$ cat config.mk
export PLATFORM = sky130hd
export DESIGN_NAME = ahb_lite_arb2
export DESIGN_NICKNAME = d
export VERILOG_FILES = /design/src/rtl/ahb_lite_arb2.sv
export SDC_FILE = /design/constraint.sdc
export NUM_CORES = 1
export LEC_CHECK = 0
export CAP_MARGIN = 30
export CORE_MARGIN = 2
export CORE_UTILIZATION = 35
export CTS_CLUSTER_SIZE = 28
export DETAILED_ROUTE_END_ITERATION = 6
export PLACE_DENSITY = 0.88
export RECOVER_POWER = 25
export SLEW_MARGIN = 20
export SYNTH_ARGS = -nofsm -noshare
export SYNTH_HDL_FRONTEND = slang
export SYNTH_SLANG_ARGS = --single-unit
$ cat constraint.sdc
create_clock -name HCLK -period 2.85 [get_ports HCLK]
set_input_delay 0.57 -clock HCLK [delete_from_list [all_inputs] [get_ports HCLK]]
set_output_delay 0.57 -clock HCLK [all_outputs]
set_load 0.005 [all_outputs]
$ cat src/rtl/ahb_lite_arb2.sv
// Two-master AHB-Lite arbiter sharing one slave port. Losing requests are
// parked in a per-master pending register and issued later.
// Optional build macro: AHB_ARB_RR_EN selects round-robin instead of M0 priority.
module ahb_lite_arb2 #(
    parameter int HADDR_WIDTH = 17,
    parameter int HDATA_WIDTH = 32
) (
    input  logic                   HCLK,
    input  logic                   HRESET,
    input  logic [HADDR_WIDTH-1:0] M0_HADDR,
    input  logic [1:0]             M0_HTRANS,
    input  logic [2:0]             M0_HSIZE,
    input  logic                   M0_HWRITE,
    input  logic [HDATA_WIDTH-1:0] M0_HWDATA,
    output logic [HDATA_WIDTH-1:0] M0_HRDATA,
    output logic                   M0_HREADY,
    output logic                   M0_HRESP,
    input  logic [HADDR_WIDTH-1:0] M1_HADDR,
    input  logic [1:0]             M1_HTRANS,
    input  logic [2:0]             M1_HSIZE,
    input  logic                   M1_HWRITE,
    input  logic [HDATA_WIDTH-1:0] M1_HWDATA,
    output logic [HDATA_WIDTH-1:0] M1_HRDATA,
    output logic                   M1_HREADY,
    output logic                   M1_HRESP,
    output logic [HADDR_WIDTH-1:0] S_HADDR,
    output logic [1:0]             S_HTRANS,
    output logic [2:0]             S_HSIZE,
    output logic                   S_HWRITE,
    output logic [HDATA_WIDTH-1:0] S_HWDATA,
    output logic                   S_HSEL,
    output logic                   S_HREADY,
    input  logic [HDATA_WIDTH-1:0] S_HRDATA,
    input  logic                   S_HREADYOUT,
    input  logic                   S_HRESP
);

    localparam logic [1:0] HTRANS_IDLE   = 2'b00;
    localparam logic [1:0] HTRANS_NONSEQ = 2'b10;
    localparam logic [1:0] HTRANS_SEQ    = 2'b11;

    logic                   pend0_v, pend1_v;
    logic [HADDR_WIDTH-1:0] pend0_addr, pend1_addr;
    logic [2:0]             pend0_size, pend1_size;
    logic                   pend0_write, pend1_write;
    logic                   dp_valid;
    logic                   dp_owner;

    logic live0, live1, req0, req1, pick1, arb_en, gnt0, gnt1, grant;

    // Handshake: a master's address phase is accepted in any cycle where its
    // HREADY is 1; the arbiter either forwards it or parks it in pend_x and
    // then holds that master's HREADY low until the parked transfer finishes.
    assign M0_HREADY = pend0_v ? 1'b0 : ((dp_valid && !dp_owner) ? S_HREADYOUT : 1'b1);
    assign M1_HREADY = pend1_v ? 1'b0 : ((dp_valid &&  dp_owner) ? S_HREADYOUT : 1'b1);

    assign live0 = (M0_HTRANS == HTRANS_NONSEQ || M0_HTRANS == HTRANS_SEQ) && M0_HREADY;
    assign live1 = (M1_HTRANS == HTRANS_NONSEQ || M1_HTRANS == HTRANS_SEQ) && M1_HREADY;
    assign req0  = pend0_v | live0;
    assign req1  = pend1_v | live1;

`ifdef AHB_ARB_RR_EN
    logic rr_last;

    // rr_last=1 means M1 was granted last, so M0 takes the next contended slot.
    assign pick1 = req1 & (~req0 | ~rr_last);

    always_ff @(posedge HCLK) begin
        if (HRESET) begin
            rr_last <= 1'b1;
        end else if (grant) begin
            rr_last <= gnt1;
        end
    end
`else
    assign pick1 = req1 & ~req0;
`endif

    assign arb_en = S_HREADYOUT & ~HRESET;
    assign gnt0   = arb_en & req0 & ~pick1;
    assign gnt1   = arb_en & pick1;
    assign grant  = gnt0 | gnt1;

    always_comb begin
        S_HADDR  = M0_HADDR;
        S_HSIZE  = M0_HSIZE;
        S_HWRITE = M0_HWRITE;
        S_HTRANS = HTRANS_IDLE;
        S_HSEL   = 1'b0;
        if (gnt0) begin
            S_HADDR  = pend0_v ? pend0_addr  : M0_HADDR;
            S_HSIZE  = pend0_v ? pend0_size  : M0_HSIZE;
            S_HWRITE = pend0_v ? pend0_write : M0_HWRITE;
            S_HTRANS = HTRANS_NONSEQ;
            S_HSEL   = 1'b1;
        end else if (gnt1) begin
            S_HADDR  = pend1_v ? pend1_addr  : M1_HADDR;
            S_HSIZE  = pend1_v ? pend1_size  : M1_HSIZE;
            S_HWRITE = pend1_v ? pend1_write : M1_HWRITE;
            S_HTRANS = HTRANS_NONSEQ;
            S_HSEL   = 1'b1;
        end
    end

    assign S_HWDATA  = (dp_valid && dp_owner) ? M1_HWDATA : M0_HWDATA;
    assign S_HREADY  = S_HREADYOUT;
    assign M0_HRDATA = S_HRDATA;
    assign M1_HRDATA = S_HRDATA;
    assign M0_HRESP  = (dp_valid && !dp_owner) ? S_HRESP : 1'b0;
    assign M1_HRESP  = (dp_valid &&  dp_owner) ? S_HRESP : 1'b0;

    always_ff @(posedge HCLK) begin
        if (HRESET) begin
            pend0_v     <= 1'b0;
            pend1_v     <= 1'b0;
            pend0_addr  <= '0;
            pend1_addr  <= '0;
            pend0_size  <= '0;
            pend1_size  <= '0;
            pend0_write <= 1'b0;
            pend1_write <= 1'b0;
            dp_valid    <= 1'b0;
            dp_owner    <= 1'b0;
        end else begin
            if (live0 && !gnt0) begin
                pend0_v     <= 1'b1;
                pend0_addr  <= M0_HADDR;
                pend0_size  <= M0_HSIZE;
                pend0_write <= M0_HWRITE;
            end else if (gnt0) begin
                pend0_v <= 1'b0;
            end
            if (live1 && !gnt1) begin
                pend1_v     <= 1'b1;
                pend1_addr  <= M1_HADDR;
                pend1_size  <= M1_HSIZE;
                pend1_write <= M1_HWRITE;
            end else if (gnt1) begin
                pend1_v <= 1'b0;
            end
            // Data phase advances only while the slave is ready.
            if (S_HREADYOUT) begin
                dp_valid <= grant;
                if (grant) begin
                    dp_owner <= gnt1;
                end
            end
        end
    end

endmodule

; ---- After elaboration in Yosys (flattened, before gate mapping)
; Cells that the tools add are included.
[totals]
ff_bits = 46
latchBits = 0
mem_bits_rw = 0
romBits = 0
inputBits = 146
out_inout_bits = 125
elab_cells = 66
memories = 0
[classes]
add_sub_neg = 0
mul = 0
n_div = 0
magnitude_cmp = 0
n_eq_ne = 4
n_shift = 0
muxes = 27
bitwise = 11
n_reduce_logical = 14
[op_table]
columns = cell, n
row1 = $mux W17, 4
row2 = $mux W32, 1
row3 = $mux W1, 16
row4 = $mux W3, 4
row5 = $eq A2 B2 Y1 const B, 4
row6 = $logic_and A1 B1 Y1, 6
row7 = $and A1 B1 Y1, 5
row8 = $mux W2, 2
row9 = $reduce_bool A2 Y1, 2
row10 = $logic_not A1 Y1, 3
row11 = $not A1 Y1, 3
row12 = $or A1 B1 Y1, 3
row13 = $logic_or A1 B1 Y1, 2
row14 = $reduce_and A2 Y1, 1

; ---- Depth between registers and ports, before layout
; Gate-level depths: netlist of the first run.
[depth]
ltp_word = 13
depth_mapped = 6
depth_no_buf = 3

; ---- Worst setup path before layout of the first run
; OpenSTA, ideal clock, no wires.
[synth_path]
path_type = input -> output
from = in S_HREADYOUT
to = out S_HADDR[0]
t_arrival_ps = 1548
t_required_ps = 2280
slack_ps = 732
cell_stages = 6
path_buffers = 3
path_cell_list = buf_4 -> nor2b_4 -> and3b_1 -> buf_2 -> buf_6 -> a221oi_1
[synth_via]
elab_chain_len = 9
word_cells_on_any_way = 17
cone_classes = 6 x mux / 9 x bitwise / 2 x reduce/logical
[synth_rtl]
columns = element, line_no
row1 = start: declaration, 34  ; input logic S_HREADYOUT,
row2 = $mux W1 (2 in a row), 54  ; assign M0_HREADY = pend0_v ? 1'b0 : ((dp_valid && !dp_owner) ? S_HREADYOUT : 1'b1);
row3 = $logic_and A1 B1 Y1, 57  ; assign live0 = (M0_HTRANS == HTRANS_NONSEQ || M0_HTRANS == HTRANS_SEQ) && M0_HREADY;
row4 = $or A1 B1 Y1, 59  ; assign req0 = pend0_v | live0;
row5 = $not A1 Y1, 76  ; assign pick1 = req1 & ~req0;
row6 = $and A1 B1 Y1, 76
row7 = $and A1 B1 Y1 / $not A1 Y1 (equally long branches), "81, 80"
row8 = $mux W17 / $and A1 B1 Y1 (equally long branches), "96, 80"
row9 = $mux W17 (*), 90  ; if (gnt0) begin
row10 = end: declaration, 26  ; output logic [HADDR_WIDTH-1:0] S_HADDR,
; Mark *: on every way between the ends. The rest lies on a longest branch, timed or not.

; ---- Final worst setup path of the first run
[layout_path]
from = in S_HREADYOUT
to = out S_HTRANS[1]
[layout_via]
elab_chain_len = 9
word_cells_on_any_way = 17
cone_classes = 6 x mux / 9 x bitwise / 2 x reduce/logical
[layout_rtl]
columns = element, line_no
row1 = $mux W1 (2 in a row), 54
row2 = $logic_and A1 B1 Y1, 57
row3 = $or A1 B1 Y1, 59
row4 = $not A1 Y1, 76
row5 = $and A1 B1 Y1, 76
row6 = $and A1 B1 Y1 / $not A1 Y1 (equally long branches), "81, 80"
row7 = $mux W2 / $and A1 B1 Y1 (equally long branches), "96, 80"
row8 = $mux W2 (*), 90
row9 = end: declaration, 27  ; output logic [1:0] S_HTRANS,
; Marked as above.

==> results of run 1 <==
per-layer routing:
layer,global-route usage,part of all wire,routed length (um)
met1,0.2483,0.38,4706
met2,0.3814,0.50,6200
met3,0.08897,0.11,1333
met4,0.03668,0.011,132
met5,0,0,0
state kept, by name, indices dropped and copies added, names as in the netlist:
register / cells
pend0_write: 1
dp_valid: 1
pend0_addr: 17
pend1_v: 1
pend0_v: 1
pend1_addr: 17
dp_owner: 1
pend0_size: 3
pend1_size: 3
pend1_write: 1
worst paths after layout:
kind                                  endpoint  slack [ps]  cells after the start
worst max-delay path               S_HTRANS[1]          70                      6
worst min-delay path             pend0_addr[1]         460                      2
worst max register to register  pend1_addr[15]        1200                      4
worst min register to register   pend0_addr[1]         460                      2
cell type report:
| class | instances | area, um2 | area share |
|---|---|---|---|
| flip-flops and latches | 46 | 920.9 | 0.1822 |
| clock inverters | 2 | 12.51 | 0.002476 |
| multi-input cells | 250 | 1874 | 0.3709 |
| well taps | 133 | 166.4 | 0.03293 |
| clock buffers | 6 | 82.58 | 0.01634 |
| inverters | 24 | 90.09 | 0.01783 |
| repair buffers | 193 | 1907 | 0.3773 |
power by group:
group	total, mW	internal, mW	leakage (nW)	switching (mW)
combinational	0.606	0.366	1.68	0.240
sequential	0.715	0.688	0.378	0.0276
clock	0.421	0.195	0.0472	0.226
total	1.74	1.25	2.11	0.493
cells in the final DEF (no fill, tap or decap), types with 2 or more instances in the layout:
master	count
clkbuf_8	6
clkdlybuf4s50_1	149
dlygate4sd2_1	22
dfxtp_1	46
mux2_2	32
o21ai_0	2
buf_6	2
a221oi_1	9
inv_1	23
buf_4	16
nor2_1	27
buf_12	4
nor4b_4	2
a221oi_2	12
mux2i_1	63
nor3_1	2
nand2_1	85
cells by family after synthesis:
kind of cell	share of synthesized area
AND/OR/NAND/NOR	0.1581
buffers and inverters	0.2146
multiplexers	0.2813
flip-flops	0.2615
AO/OA/AOI/OAI	0.08348
other	0.001065
worst max-delay path, delay by kind of cell:
| kind | cells | cell delay [ps] |
|---|---|---|
| compound gates | 1 | 170 |
| buf+inv | 4 | 1290 |
| simple gates | 1 | 170 |
synthesized netlist by cell type:
cell,n,area (um2)
nor3b_2,1,12.51
and3b_4,1,12.51
a21boi_0,1,7.510
a31o_2,1,8.760
mux2_2,32,360.4
nor2b_4,1,13.76
nor2_1,28,105.1
nand2_1,85,319.1
a221oi_1,12,105.1
and3b_1,1,8.760
o21ba_2,1,10.01
buf_4,71,533.0
or2_2,1,6.260
nand2b_1,1,6.260
buf_2,10,50.05
clkbuf_1,10,37.54
nor3b_1,1,7.510
nand3b_1,1,7.510
inv_1,24,90.09
dfxtp_1,46,920.9
nor3_1,2,10.01
o21ai_0,3,15.01
buf_6,4,45.04
nor4b_4,2,47.55
conb_1,1,3.750
mux2i_1,63,630.6
a21oi_1,1,5.000
a221oi_2,9,135.1
a211oi_1,1,7.510
through the flow:
step	utilization	setup TNS [ps]
floorplan	-	0
global placement	0.5068	-2925
detailed placement	0.5068	-3107
CTS	0.5161	0
global route	0.5170	0
finish	0.5170	0
==> out/metrics.yaml, run 1 <==
die_y_um: 104.3
portBuffers: 171
rsz0062_at_grt: "false"
timing.fmax_mhz: 359.9
die_w_um: 104.3
min_period_ps: 2778
dr.pass1.iters: 4
place_hpwl_um: 9978
layout.cells.non_filler: 654
grt_max_degree: 53
clock_tree.root_cell: "clkbuf_8"
yosysSeqAreaShare: 0.2615
cts_num_sinks: 46
ios: 271
report.power.total_mw: 1.742
ir_drop_mv: 0.2235
cp_max_fo: 3
p_leak_nw: 2.107
max_stage_delay_ps: 530
crit_required_ps: 2280
syn-num-nets: 561
finalSetupViolCount: 0
die-area_um2: 10880
min_from: "pend0_addr[1]"
grt_pass1_wl_um: 18370
vias: 3201
crit_chain: "clkdlybuf4s50_1, nor2b_4, buf_4, a21boi_2, buf_4, clkdlybuf4s50_1"
ys_ff_latch: 46
drc_errors: 0
place.gp.congestion: 0.8383
start_util: 0.3603
worstSetupPathType: "primary input to output port"
cts_buffers: 5
placed_cell_area_um2: 4954
num_antenna_cells: 0
reg2reg_from: "pend0_v"
finalCritPeriodShare: 0.9748
worstSetupStartpointType: "primary input"
cp.arrival_ps: 2210
finalHoldViolCount: 0
dp_slack_ps: -240.6
synth_cell_type_count: 29
wl_per_cell_um: 18.92
startpoint: "S_HREADYOUT"
clock_path_buffers: 2
grt.overflow.total: 0
cpMaxStageDelayCell: "clkdlybuf4s50_1"
syn_avg_cell_area_um2: 8.487
finalNetCount: 666
antenna_found_initial: 0
post_cts_buffers: 0
status: "finished, final reports clean"
drive_gt1_frac: 0.1651
slew_headroom: 0.6305
timing.hold.ws_ps: 460.5
finalMaxSlewViolations: 0
cts_tree: "built"
dp_cells: 646
ant_nets: 0
yosys_warnings: 0
netlist_instances: 415
layout_setup_ws_ps: 71.80
powerDensity_nw_per_um2: 344.7
grt_pass1_vias: 3292
row_count: 36
ctsResizeCount: 28
drtIter0Drc: 164
clk_pin_slew_ps: 80
syn_area_um2: 3522
worst_pin_slew_ps: 553.5
htreeDepth: 2
finalWirelength_um: 12370
clock_skew_ps: 10.30
fill_cells: 913
viasPerCell: 4.894
core_area_um2: 9774
cts_hold_buf: 0
grt.total_usage: 0.2167
stdcell_area_um2: 5054
areaGrowthSynthToFinish_pct: 43.48
end_kind: "output port"
hold_class: "flop to flop"
insertion_delay_ps: 300
max_cap_viol_count: 0
No activity file was read; power rests on OpenSTA's default activity.
==> inputs of run 2 (changes only) <==
--- a/config.mk
+++ b/config.mk
@@ -12,6 +12,7 @@
 export DETAILED_ROUTE_END_ITERATION = 6
 export PLACE_DENSITY = 0.88
 export RECOVER_POWER = 25
+export SKIP_CTS_REPAIR_TIMING = 1
 export SLEW_MARGIN = 20
 export SYNTH_ARGS = -nofsm -noshare
 export SYNTH_HDL_FRONTEND = slang
==> run 2 against run 1 <==
  * Clock power is 1% higher
  * Critical endpoint unchanged
  * Sequential share of layout area is 0.26 points lower
  * Final area is 1.4% higher
  * Total power is 0.92% higher
  * Highest routed layer unchanged
  * Die area stayed put
==> out/metrics.yaml, run 2 (synthesized netlist as in run 1, its figures left out) <==
status: "finished, final reports clean"
seq_area_um2: 920.9
ios: 271
finalHoldViolCount: 0
cp_max_fo: 3
drtIter0Drc: 175
finalNetCount: 666
final_cell_mix: "clkdlybuf4s50_1, nand2_1, mux2i_1"
clock_skew_ps: 13.26
p_int_mw: 1.259
portBuffers: 171
dr.pass1.iters: 6
row_count: 36
p_switching_uw: 498.9
drc_errors: 0
grt.total_usage: 0.2159
die_y_um: 104.3
cts_tree: "built"
powerDensity_nw_per_um2: 343.0
finalSetupViolCount: 0
place_hpwl_um: 9978
cpMaxStageDelayCell: "clkdlybuf4s50_1"
grt.overflow.total: 0
worstSetupPathType: "primary input to output port"
power_frac_seq: 0.407
met3WireLength_um: 1226
clock_tree.root_cell: "clkbuf_8"
route.met2.wl_um: 6213
rsz0062_at_grt: "false"
finalCritPeriodShare: 0.9796
final_common_cell: "clkdlybuf4s50_1"
insertion_delay_ps: 310
clk_pin_slew_ps: 80
min_period_ps: 2792
vias: 3214
drive_gt1_frac: 0.1651
htreeDepth: 2
reg_top3: "pend0_addr: 17 flops, pend1_addr: 17 flops"
num_antenna_cells: 0
cts_buffers: 5
end_kind: "output port"
clkPwrFrac: 0.242
timing.hold.ws_ps: 462.4
core_area_um2: 9774
die_w_um: 104.3
setup_tns_ps: 0
rr_worst_depth: 4
finalMaxSlewViolations: 0
crit_required_ps: 2280
top_layer: "met4"
holdPathStages: 2
grt_max_degree: 53
fill_cells: 888
hold_class: "flop to flop"
swShare: 0.2838
start_util: 0.3603
worst_pin_slew_ps: 565.9
dp_cells: 646
p_comb_frac: 0.351
p_leak_nw: 2.263
viasPerCell: 4.914
holdPathEnd: "pend0_addr[1]"
ir_drop_mv: 0.2257
reg2reg_from: "pend0_v"
cp.arrival_ps: 2220
rrSetupSlack_ps: 1220
areaGrowthSynthToFinish_pct: 45.54
timing.rr.end: "pend1_addr[15]"
grt_pass1_wl_um: 18320
worstSetupStartpointType: "primary input"
max_cap_viol_count: 0
layout.cells.non_filler: 654
place.gp.congestion: 0.8383
cts_num_sinks: 46
die-area_um2: 10880
timing.fmax_mhz: 358.2
max_stage_delay_ps: 530
multi_input_area_um2: 1874
grt_pass1_vias: 3277
crit_chain: "clkdlybuf4s50_1, nor2b_4, buf_4, a21boi_2, buf_4, clkdlybuf4s50_1"
slew_headroom: 0.6222
antenna_found_initial: 0
clock_path_buffers: 2
min_from: "pend0_addr[1]"
finalWirelength_um: 12460
wl_met1_um: 4885
ant_nets: 0
wl_per_cell_um: 19.05
-- run 2: changes by cell type in the layout (fill, tap and decap cells not counted) --
cell / change
buf_4: +2
buf_6: -2
clkdlybuf4s50_1: +1
dlygate4sd2_1: -22
dlymetal6s2s_1: +21
-- run 2: how the worst max path moves through the flow --
stage / start / to / slack (ps) / cells past startpoint
after floorplan: S_HREADYOUT / S_HADDR[0] / 730 / 6
final: S_HREADYOUT / S_HTRANS[1] / 60 / 6
after global routing: S_HREADYOUT / S_HTRANS[1] / 50 / 6
after CTS: HRESET / S_HADDR[1] / -240 / 6
after detailed placement: HRESET / S_HADDR[1] / -240 / 6
after global placement: S_HREADYOUT / S_HADDR[13] / -210 / 7
-- run 2: worst max-delay path, delay by kind of cell --
kind	cells	cell delay, ps
buffers and inverters	4	1290
AO/OA/AOI/OAI	1	180
AND/OR/NAND/NOR	1	170
-- run 2: per-layer routing --
layer,up-vias,GRT usage
met2,172,0.3796
li1,1523,-
met3,17,0.08897
met1,1502,0.2475
met5,-,0
met4,0,0.03668
-- run 2: through the flow --
stage | power (mW) | worst slack, ps | utilization | cell area (um2)
floorplan | 1.054 | 732.1 | - | 3522
global placement | 1.330 | -207.9 | 0.5068 | 4954
detailed placement | 1.347 | -240.6 | 0.5068 | 4954
CTS | 1.770 | -243.8 | 0.5165 | 5049
global route | 1.841 | 50.77 | 0.5245 | 5126
finish | 1.758 | 58.20 | 0.5245 | 5126
-- run 2: cell type report --
class / count / share of cell area
Timing Repair Buffer: 193 / 0.3861
Inverter: 24 / 0.01757
Sequential cell: 46 / 0.1796
Tap cell: 133 / 0.03246
Clock inverter: 2 / 0.002441
Multi-Input combinational cell: 250 / 0.3656
Clock buffer: 6 / 0.01611
-- run 2: power by group through the flow --
stage	Sequential, mW	Combinational [mW]	Clock, mW
2_1_floorplan	0.719	0.334	0
6_report	0.715	0.617	0.426
3_3_place_gp	0.725	0.605	0
4_1_cts	0.714	0.624	0.432
5_1_grt	0.720	0.657	0.464
3_5_place_dp	0.729	0.619	0
